`src/rtl/arcade_video_pkg.sv`:
```
// Shared video types and helpers: the pause/dim state set and the per-channel
// brightness scale used by the fader and other video blocks.
package arcade_video_pkg;

    typedef enum logic [2:0] {
        RUN,
        WAIT,
        FADE_DN,
        DIM,
        FADE_UP
    } fader_state_t;

    // out = (pix * (2^lb - level)) >> lb. The 32-bit product is exact while
    // pix is at most 16 bits and lb at most 15 bits.
    function automatic logic [31:0] rgb_scale(input logic [15:0]   pix,
                                              input logic [15:0]   level,
                                              input int unsigned   lb);
        logic [31:0] gain;
        gain = (32'd1 << lb) - {16'd0, level};
        return ({16'd0, pix} * gain) >> lb;
    endfunction

endpackage

```
`src/rtl/pause_fader_rgb_attenuate.sv`:
```
// CH-channel brightness attenuator: combinational scale per channel,
// then one output register.
module rgb_attenuate
    import arcade_video_pkg::*;
#(
    parameter int CW = 4,
    parameter int CH = 3,
    parameter int LB = 4
) (
    input  logic             i_clk,
    input  logic             i_reset,
    input  logic [LB-1:0]    i_level,
    input  logic [CH*CW-1:0] i_rgb,
    output logic [CH*CW-1:0] o_rgb
);

    logic [CH*CW-1:0] w_scaled;
    logic [CH*CW-1:0] r_rgb;

    for (genvar c = 0; c < CH; c++) begin : g_ch
        assign w_scaled[c*CW +: CW] = CW'(rgb_scale(16'(i_rgb[c*CW +: CW]), 16'(i_level), LB));
    end

    always_ff @(posedge i_clk) begin
        if (i_reset) begin
            r_rgb <= '0;
        end else begin
            r_rgb <= w_scaled;
        end
    end

    assign o_rgb = r_rgb;

endmodule

```
`src/rtl/pause_fader.sv`:
```
// Pause merge (button toggle + external request) and idle screen dimmer that
// fades the picture down after a pause timeout and back up on wake.
module pause_fader
    import arcade_video_pkg::*;
#(
    parameter int CW          = 4,
    parameter int CH          = 3,
    parameter int DIM_CYCLES  = 32'h7270E00,
    parameter int STEP_CYCLES = 4096,
    parameter int LB          = 4,
    parameter int DIM_MAX     = 8
) (
    input  logic                           clk_sys,
    input  logic                           reset,
    input  logic                           pause_btn,
    input  logic                           pause_req,
    input  logic                           activity,
    input  logic [CH*CW-1:0]               rgb_in,
    output logic                           pause,
    output logic [CH*CW-1:0]               rgb_out,
    output logic [$clog2(DIM_MAX+1)-1:0]   dim_level,
    output logic                           dimmed
);

    localparam int TW  = (DIM_CYCLES > 1) ? $clog2(DIM_CYCLES) : 1;
    localparam int SW  = (STEP_CYCLES > 1) ? $clog2(STEP_CYCLES) : 1;
    localparam int LVW = $clog2(DIM_MAX + 1);

    localparam logic [TW-1:0]  TIMER_LAST = TW'(DIM_CYCLES - 1);
    localparam logic [SW-1:0]  STEP_LAST  = SW'(STEP_CYCLES - 1);
    localparam logic [LVW-1:0] LEVEL_TOP  = LVW'(DIM_MAX);
    localparam logic [LVW-1:0] LEVEL_PRE  = LVW'(DIM_MAX - 1);

    fader_state_t   r_state;
    logic           r_btn_q;
    logic           r_toggle;
    logic           r_pause;
    logic [TW-1:0]  r_timer;
    logic [SW-1:0]  r_step;
    logic [LVW-1:0] r_level;

    logic w_btn_rise;
    logic w_pause;
    logic w_wake;

    assign w_btn_rise = pause_btn & ~r_btn_q;
    // The FSM acts on the same value that is being registered into pause, so
    // the fade reacts on the very edge the pause output changes.
    assign w_pause    = r_toggle | pause_req;
    assign w_wake     = ~w_pause | activity;

    always_ff @(posedge clk_sys) begin
        if (reset) begin
            r_btn_q  <= 1'b1;
            r_toggle <= 1'b0;
            r_pause  <= 1'b0;
            r_state  <= RUN;
            r_timer  <= '0;
            r_step   <= '0;
            r_level  <= '0;
        end else begin
            r_btn_q <= pause_btn;
            r_pause <= w_pause;
            if (w_btn_rise) begin
                r_toggle <= ~r_toggle;
            end

            case (r_state)
                RUN: begin
                    r_level <= '0;
                    r_timer <= '0;
                    r_step  <= '0;
                    if (w_pause) begin
                        r_state <= WAIT;
                    end
                end

                WAIT: begin
                    if (!w_pause) begin
                        r_state <= RUN;
                        r_timer <= '0;
                    end else if (activity) begin
                        r_timer <= '0;
                    end else if (r_timer == TIMER_LAST) begin
                        r_state <= FADE_DN;
                        r_step  <= '0;
                    end else begin
                        r_timer <= r_timer + TW'(1);
                    end
                end

                FADE_DN: begin
                    if (w_wake) begin
                        r_state <= FADE_UP;
                        r_timer <= '0;
                        r_step  <= '0;
                    end else if (r_step == STEP_LAST) begin
                        r_step  <= '0;
                        r_level <= r_level + LVW'(1);
                        if (r_level == LEVEL_PRE) begin
                            r_state <= DIM;
                        end
                    end else begin
                        r_step <= r_step + SW'(1);
                    end
                end

                DIM: begin
                    if (w_wake) begin
                        r_state <= FADE_UP;
                        r_timer <= '0;
                        r_step  <= '0;
                    end
                end

                FADE_UP: begin
                    // A re-pause here only changes where the ramp ends up.
                    if (r_level == '0) begin
                        r_state <= w_pause ? WAIT : RUN;
                        r_timer <= '0;
                        r_step  <= '0;
                    end else if (r_step == STEP_LAST) begin
                        r_step  <= '0;
                        r_level <= r_level - LVW'(1);
                        if (r_level == LVW'(1)) begin
                            r_state <= w_pause ? WAIT : RUN;
                            r_timer <= '0;
                        end
                    end else begin
                        r_step <= r_step + SW'(1);
                    end
                end

                default: begin
                    r_state <= RUN;
                end
            endcase
        end
    end

    rgb_attenuate #(
        .CW (CW),
        .CH (CH),
        .LB (LB)
    ) u_att (
        .i_clk   (clk_sys),
        .i_reset (reset),
        .i_level (LB'(r_level)),
        .i_rgb   (rgb_in),
        .o_rgb   (rgb_out)
    );

    assign pause     = r_pause;
    assign dim_level = r_level;
    assign dimmed    = (r_level == LEVEL_TOP);

endmodule

```
`config.mk`:
```
export PLATFORM = sky130hd
export DESIGN_NAME = pause_fader
export DESIGN_NICKNAME = d
export VERILOG_FILES = /design/src/rtl/arcade_video_pkg.sv /design/src/rtl/pause_fader_rgb_attenuate.sv /design/src/rtl/pause_fader.sv
export SDC_FILE = /design/constraint.sdc
export NUM_CORES = 1
export LEC_CHECK = 0
export CORE_AREA = 2 2 122 124
export DETAILED_ROUTE_END_ITERATION = 8
export DIE_AREA = 0 0 124 126
export HOLD_SLACK_MARGIN = 0.12
export PLACE_DENSITY_LB_ADDON = 0.1
export SYNTH_ARGS = -nofsm -noshare
export SYNTH_HDL_FRONTEND = slang
export SYNTH_HIERARCHICAL = 1
export SYNTH_SLANG_ARGS = --single-unit
```
`constraint.sdc`:
```
create_clock -name clk_sys -period 9.9 [get_ports clk_sys]
set_input_delay 1.485 -clock clk_sys [delete_from_list [all_inputs] [get_ports clk_sys]]
set_output_delay 1.485 -clock clk_sys [all_outputs]
set_load 0.02 [all_outputs]
```
Yosys cells after proc, flatten, opt, wreduce, memory -nomap -nowiden
Index checks and enable logic that the tools add are counted.
- muxes and demuxes: 34
- reductions and logical operators: 10
- bitwise operators: 6
- multiply operators: 3
- equal/unequal tests: 26
- add/sub/neg operators: 5
- operators by type and width (cell ; number):
    $mux 27 ; 7
    $pmux 27 s4 ; 1
    $mux 12 ; 7
    $mul 4x32->8 ; 2
    $pmux 12 s5 ; 1
    $mux 3 ; 11
    $add 27x1->27 const B ; 1
    $eq 27x27->1 const B ; 1
    $ne 2x2->1 const B ; 9
    $ne 3x3->1 const B ; 6
    $mux 4 ; 4
    $pmux 3 s5 ; 1
    $reduce_and 5->1 ; 3
    $add 12x1->12 const B ; 1
    $eq 12x12->1 const B ; 1
    $pmux 4 s3 ; 1
    $mul 5x6->8 ; 1
    $reduce_and 8->1 ; 1
    $eq 3x2->1 const B ; 2
    $sub 5x4->6 const A ; 1
    $reduce_bool 5->1 ; 1
    $add 4x1->4 const B ; 1
    $eq 4x1->1 const B ; 1
    $eq 4x3->1 const B ; 1
    other kinds (15) ; 18
- word-level logic and storage cells: 92
- input port bits: 17
- bits in registers: 61
- output and inout bits: 18

Logic depth before layout (Yosys ltp)
- depth in word-level cells: 6
- gate-level depth with buffers: 17
- gate-level depth less buffers: 15

Modules after synthesis
The synthesis kept the hierarchy.
- by module, submodules not included (module ; area an instance (µm²) ; instances ; seq. area each (µm²) ; cells each):
    pause_fader ; 3173.0 ; 1 ; 980.9 ; 398
    rgb_attenuate ; 1732.9 ; 1 ; 240.2 ; 200

Worst setup path after synthesis
No wires, ideal clock.
- path kind: input to register
- start point: input port rgb_in[10]
- end point: register u_att.r_rgb[10] (netlist: u_att/o_rgb[10])
- setup time: 0.128 ns
- stages on the path: 12
- path buffers: 0
- setup slack: 5.598 ns
- data arrival time: 4.174 ns
- cells stage by stage: and2_1 -> ha_1 -> inv_1 -> fa_1 -> fa_1 -> inv_1 -> ha_1 -> and3_1 -> a221o_1 -> a21oi_1 -> xor2_1 -> nor2_1
- cells in the longest elaborated chain, start to end: 1
- RTL lines (element ; RTL line ; text):
    start, declared ; pause_fader.sv:18 ; input logic [CH*CW-1:0] rgb_in,
    $mul 4x32->8 ; arcade_video_pkg.sv:20 ; return ({16'd0, pix} * gain) >> lb;
    end signal, assigned ; pause_fader_rgb_attenuate.sv:28 ; r_rgb <= w_scaled;
    end, declared ; pause_fader_rgb_attenuate.sv:18 ; logic [CH*CW-1:0] r_rgb;
Every way passes these cells.
A chain may end at the register's enable or synchronous reset.

Final worst setup path
- start point: input port rgb_in[11]
- end point: register u_att.r_rgb[11] (netlist: u_att/o_rgb[11])
Same word-level chain as after synthesis.

==> summary.txt <==
Outcome
  – Status: complete, no violations

Synthesis
  – Ys async rst share: 0
  – Synth Net Count: 667
  – Yosys cell types: 64
  – #FFs+latches synth: slightly above 60
  – Mux contribution to synthesized area: 0.02040
  – Post-synthesis sequential area ratio: 0.2489
  – Most used flip-flop cell after synthesis: dfxtp_1
  – Post-synthesis xor/xnor area fraction: 0.03928
  – Compound-Gate Fraction of Synth Area: 0.2071
  – Adder-cell share of the synthesized area: 0.1540
  – Syn Area/Cell: about 8.2 um^2
  – Synth Cell Area: approximately 4900 um^2
  – Cells after synthesis: about 600
  – Post-synthesis simple-gate area fraction: 0.2754
  – Synthesis Warnings: 6
  – Largest family of logic cells by synthesized area: simple AND/OR/NAND/NOR gates
  – Post-synth EDFFs: 0

Critical path
  – Worst setup SP type: input port
  – Worst EP arrival: 4.77 ns
  – CP cell instances: clkdlybuf4s50_1 -> and2_1 -> ha_1 -> inv_1 -> fa_1 -> fa_1 -> inv_1 -> ha_1 -> and3_1 -> a221o_1 -> a31oi_1 -> xnor2_1 -> nor2_1
  – Critical Path RT: around 10 ns
  – Crit Path Class: in2reg
  – Worst path slowest cell: fa_1
  – Crit path max fanout: 5
  – Endpoint class of the critical path: flop
  – Crit path largest cell delay: approximately 0.54 ns

STA
  – Min cycle time layout: ~4.6 ns
  – Max-slew violation count: 0
  – Slew @ Worst Pin: between 1 and 1.5 ns
  – Layout Skew: about 0.0080 ns
  – Final setup violation count: 0
  – Fin worst setup slack: ~5.3 ns
  – Final Hold Viols: 0
  – Setup tns final: 0 ns
  – RSZ-0062 raised after global routing: no
  – Fraction of the cycle the final worst path needs: 0.4613
  – Rel. slew slack: 0.2184
  – F_max: between 200 and 250 MHz

Drt
  – DR vias: 4569
  – Final ANT Viol Nets: 0
  – Drt first pass iters: 5
  – 1st-iter DRT viols: approximately 310
  – Total Routed Length: ~13000 um
  – Via density: 5.683
  – WL/cell: ~16 um
  – Residual DRC count: 0

Placement
  – Placer Congestion: around 0.81
  – Port Buffers: 34
  – Final HPWL DP: 8861 um
  – DP Worst Slack: between 4 and 5 ns

Pwr
  – Max rail drop VDD: 0.1191 mV
  – Static leakage: about 2.1 nW
  – P per Cell Area: around 240 nW/um^2

Cells and area
  – Nets@finish: roughly 700
  – Synth-to-Final Area Change: 15.81%
  – Share of cells above drive strength 1: 0.06613
  – Filler cells: ~1500
  – Ant diodes: 0

CTS
  – Root Buffer: clkbuf_16
  – Post-CTS Setup Bufs: 0
  – Reg clk slew, reported paths: 0.06 ns
  – Clock Path Buffers: 2
  – CTS tree: done
  – Clock H-tree levels: 3
  – Worst-Skew Late Latency: ~0.34 ns
  – Total CTS buffers: 9
  – Hold buffers post-CTS: 0
  – Post-cts gate resize count: 0
  – Sink Count: slightly above 60

Floorplan
  – I/O pin count: 35
  – Die width: approximately 120 um
  – Row cnt: 44
  – Die area: roughly 16000 um^2
  – Core ar.: ~14000 um^2
  – Initial Utilization: 0.3427
  – Die height: ~130 um

GRT
  – Grt ovf: 0
  – Largest net degree at the start of global routing: 55
  – First-pass GRT wire length: 22010 um
  – GRT Total Usage: 0.1750
  – Vias in the first global route: between 4000 and 5000
  – Antenna violations before repair: 0

Run
  – Max Cap Viol: 0

Hold path
  – Min-delay worst type: reg2reg
## cell families after synthesis
logic type      Yosys count
buf+inv                  69
simple gates            242
xor+xnor                 22
compound gates          142
flops                    61
fa+ha+maj                52
mux                      10
## synthesized netlist by cell type, types with 4 or more instances
library cell,count,share of area
a31oi_1,12,0.015
fa_1,14,0.057
o221ai_1,4,0.0071
xor2_1,7,0.012
a41oi_1,4,0.0071
and3_1,13,0.017
dfxtp_1,61,0.25
o31ai_1,6,0.0092
nor2_1,32,0.024
mux2i_1,10,0.020
inv_1,36,0.028
nand2_1,49,0.037
ha_1,38,0.097
o21ai_0,19,0.019
a211o_1,9,0.016
a21oi_1,29,0.030
nand4_1,8,0.010
clkbuf_1,27,0.021
a21o_1,7,0.011
nand2b_1,4,0.0051
and2_1,37,0.047
nand3_1,25,0.026
or2_2,5,0.0064
nor4b_1,4,0.0071
or4_1,13,0.020
or3_1,8,0.010
a311oi_1,13,0.023
nor4_1,11,0.014
xnor2_1,15,0.027
and4_1,7,0.012
o211ai_1,10,0.015
nor3_1,10,0.010
## per-layer routing
metal,GRT usage,wire length (um),vias up
met4,0.05948,184,0
met2,0.2747,5890,70
li1,-,-,2251
met3,0.02672,338,15
met1,0.2437,6618,2233
met5,0,0,-
## stage by stage
stage          cells  instance area, um^2  utilization  hold slack [ns]  power (mW)
2_1_floorplan    598                 4906            -           0.4487      0.8796
3_3_place_gp     788                 5381       0.3760           0.4730       1.063
3_5_place_dp     788                 5381       0.3760           0.4843       1.071
4_1_cts          804                 5682       0.3969           0.4928       1.402
5_1_grt          804                 5682       0.3969           0.5264       1.518
6_report         804                 5682       0.3969           0.4926       1.387
## report_power, final
part / switching (mW) / total [mW] / internal (mW)
sequential: 0.0352 / 0.313 / 0.277
combinational: 0.427 / 0.753 / 0.326
clock: 0.126 / 0.322 / 0.196
total: 0.588 / 1.39 / 0.799
## registers in the layout, summed over array words and instances (netlist names)
signal,count
dim_level,4
u_att/o_rgb,12
r_step,12
r_btn_q,1
pause,1
r_timer,27
r_toggle,1
r_state,3
## path summary, 6_finish.rpt
path	to	slack [ns]	cells after the start	from
min	r_step[6]$_SDFFE_PP0P_	0.49	1	r_step[6]$_SDFFE_PP0P_
max	u_att/o_rgb[11]$_SDFF_PP0_	5.33	13	rgb_in[11]
max reg2reg	u_att/o_rgb[11]$_SDFF_PP0_	5.38	14	dim_level[0]$_SDFFE_PP0P_
min reg2reg	r_step[6]$_SDFFE_PP0P_	0.49	1	r_step[6]$_SDFFE_PP0P_
## area by class of cell
type | instances | area, um^2 | share of cell area
Tap cell | 184 | 230.2 | 0.04052
Clock inverter | 7 | 75.07 | 0.01321
Multi-Input combinational cell | 468 | 3422 | 0.6023
Inverter | 36 | 135.1 | 0.02378
Clock buffer | 9 | 225.2 | 0.03964
Sequential cell | 61 | 1221 | 0.2149
Timing Repair Buffer | 39 | 372.9 | 0.06562
## worst max-delay path: cells and delay by family
family / cells / cell delay (ns)
compound gates: 2 / 0.57
xor+xnor: 1 / 0.14
fa+ha+maj: 4 / 1.63
buf+inv: 3 / 0.55
simple gates: 3 / 0.39
## cell usage in the layout (no fill, tap or decap), types with 11 or more instances in the layout
master / count
a21oi_1: 29
a311oi_1: 13
a31oi_1: 12
and2_1: 37
and3_1: 13
clkdlybuf4s50_1: 33
dfxtp_1: 61
fa_1: 14
ha_1: 38
inv_1: 36
nand2_1: 49
nand3_1: 25
nor2_1: 32
nor4_1: 11
o21ai_0: 19
or4_1: 13
xnor2_1: 15
Power figures use the tool's default switching activity.
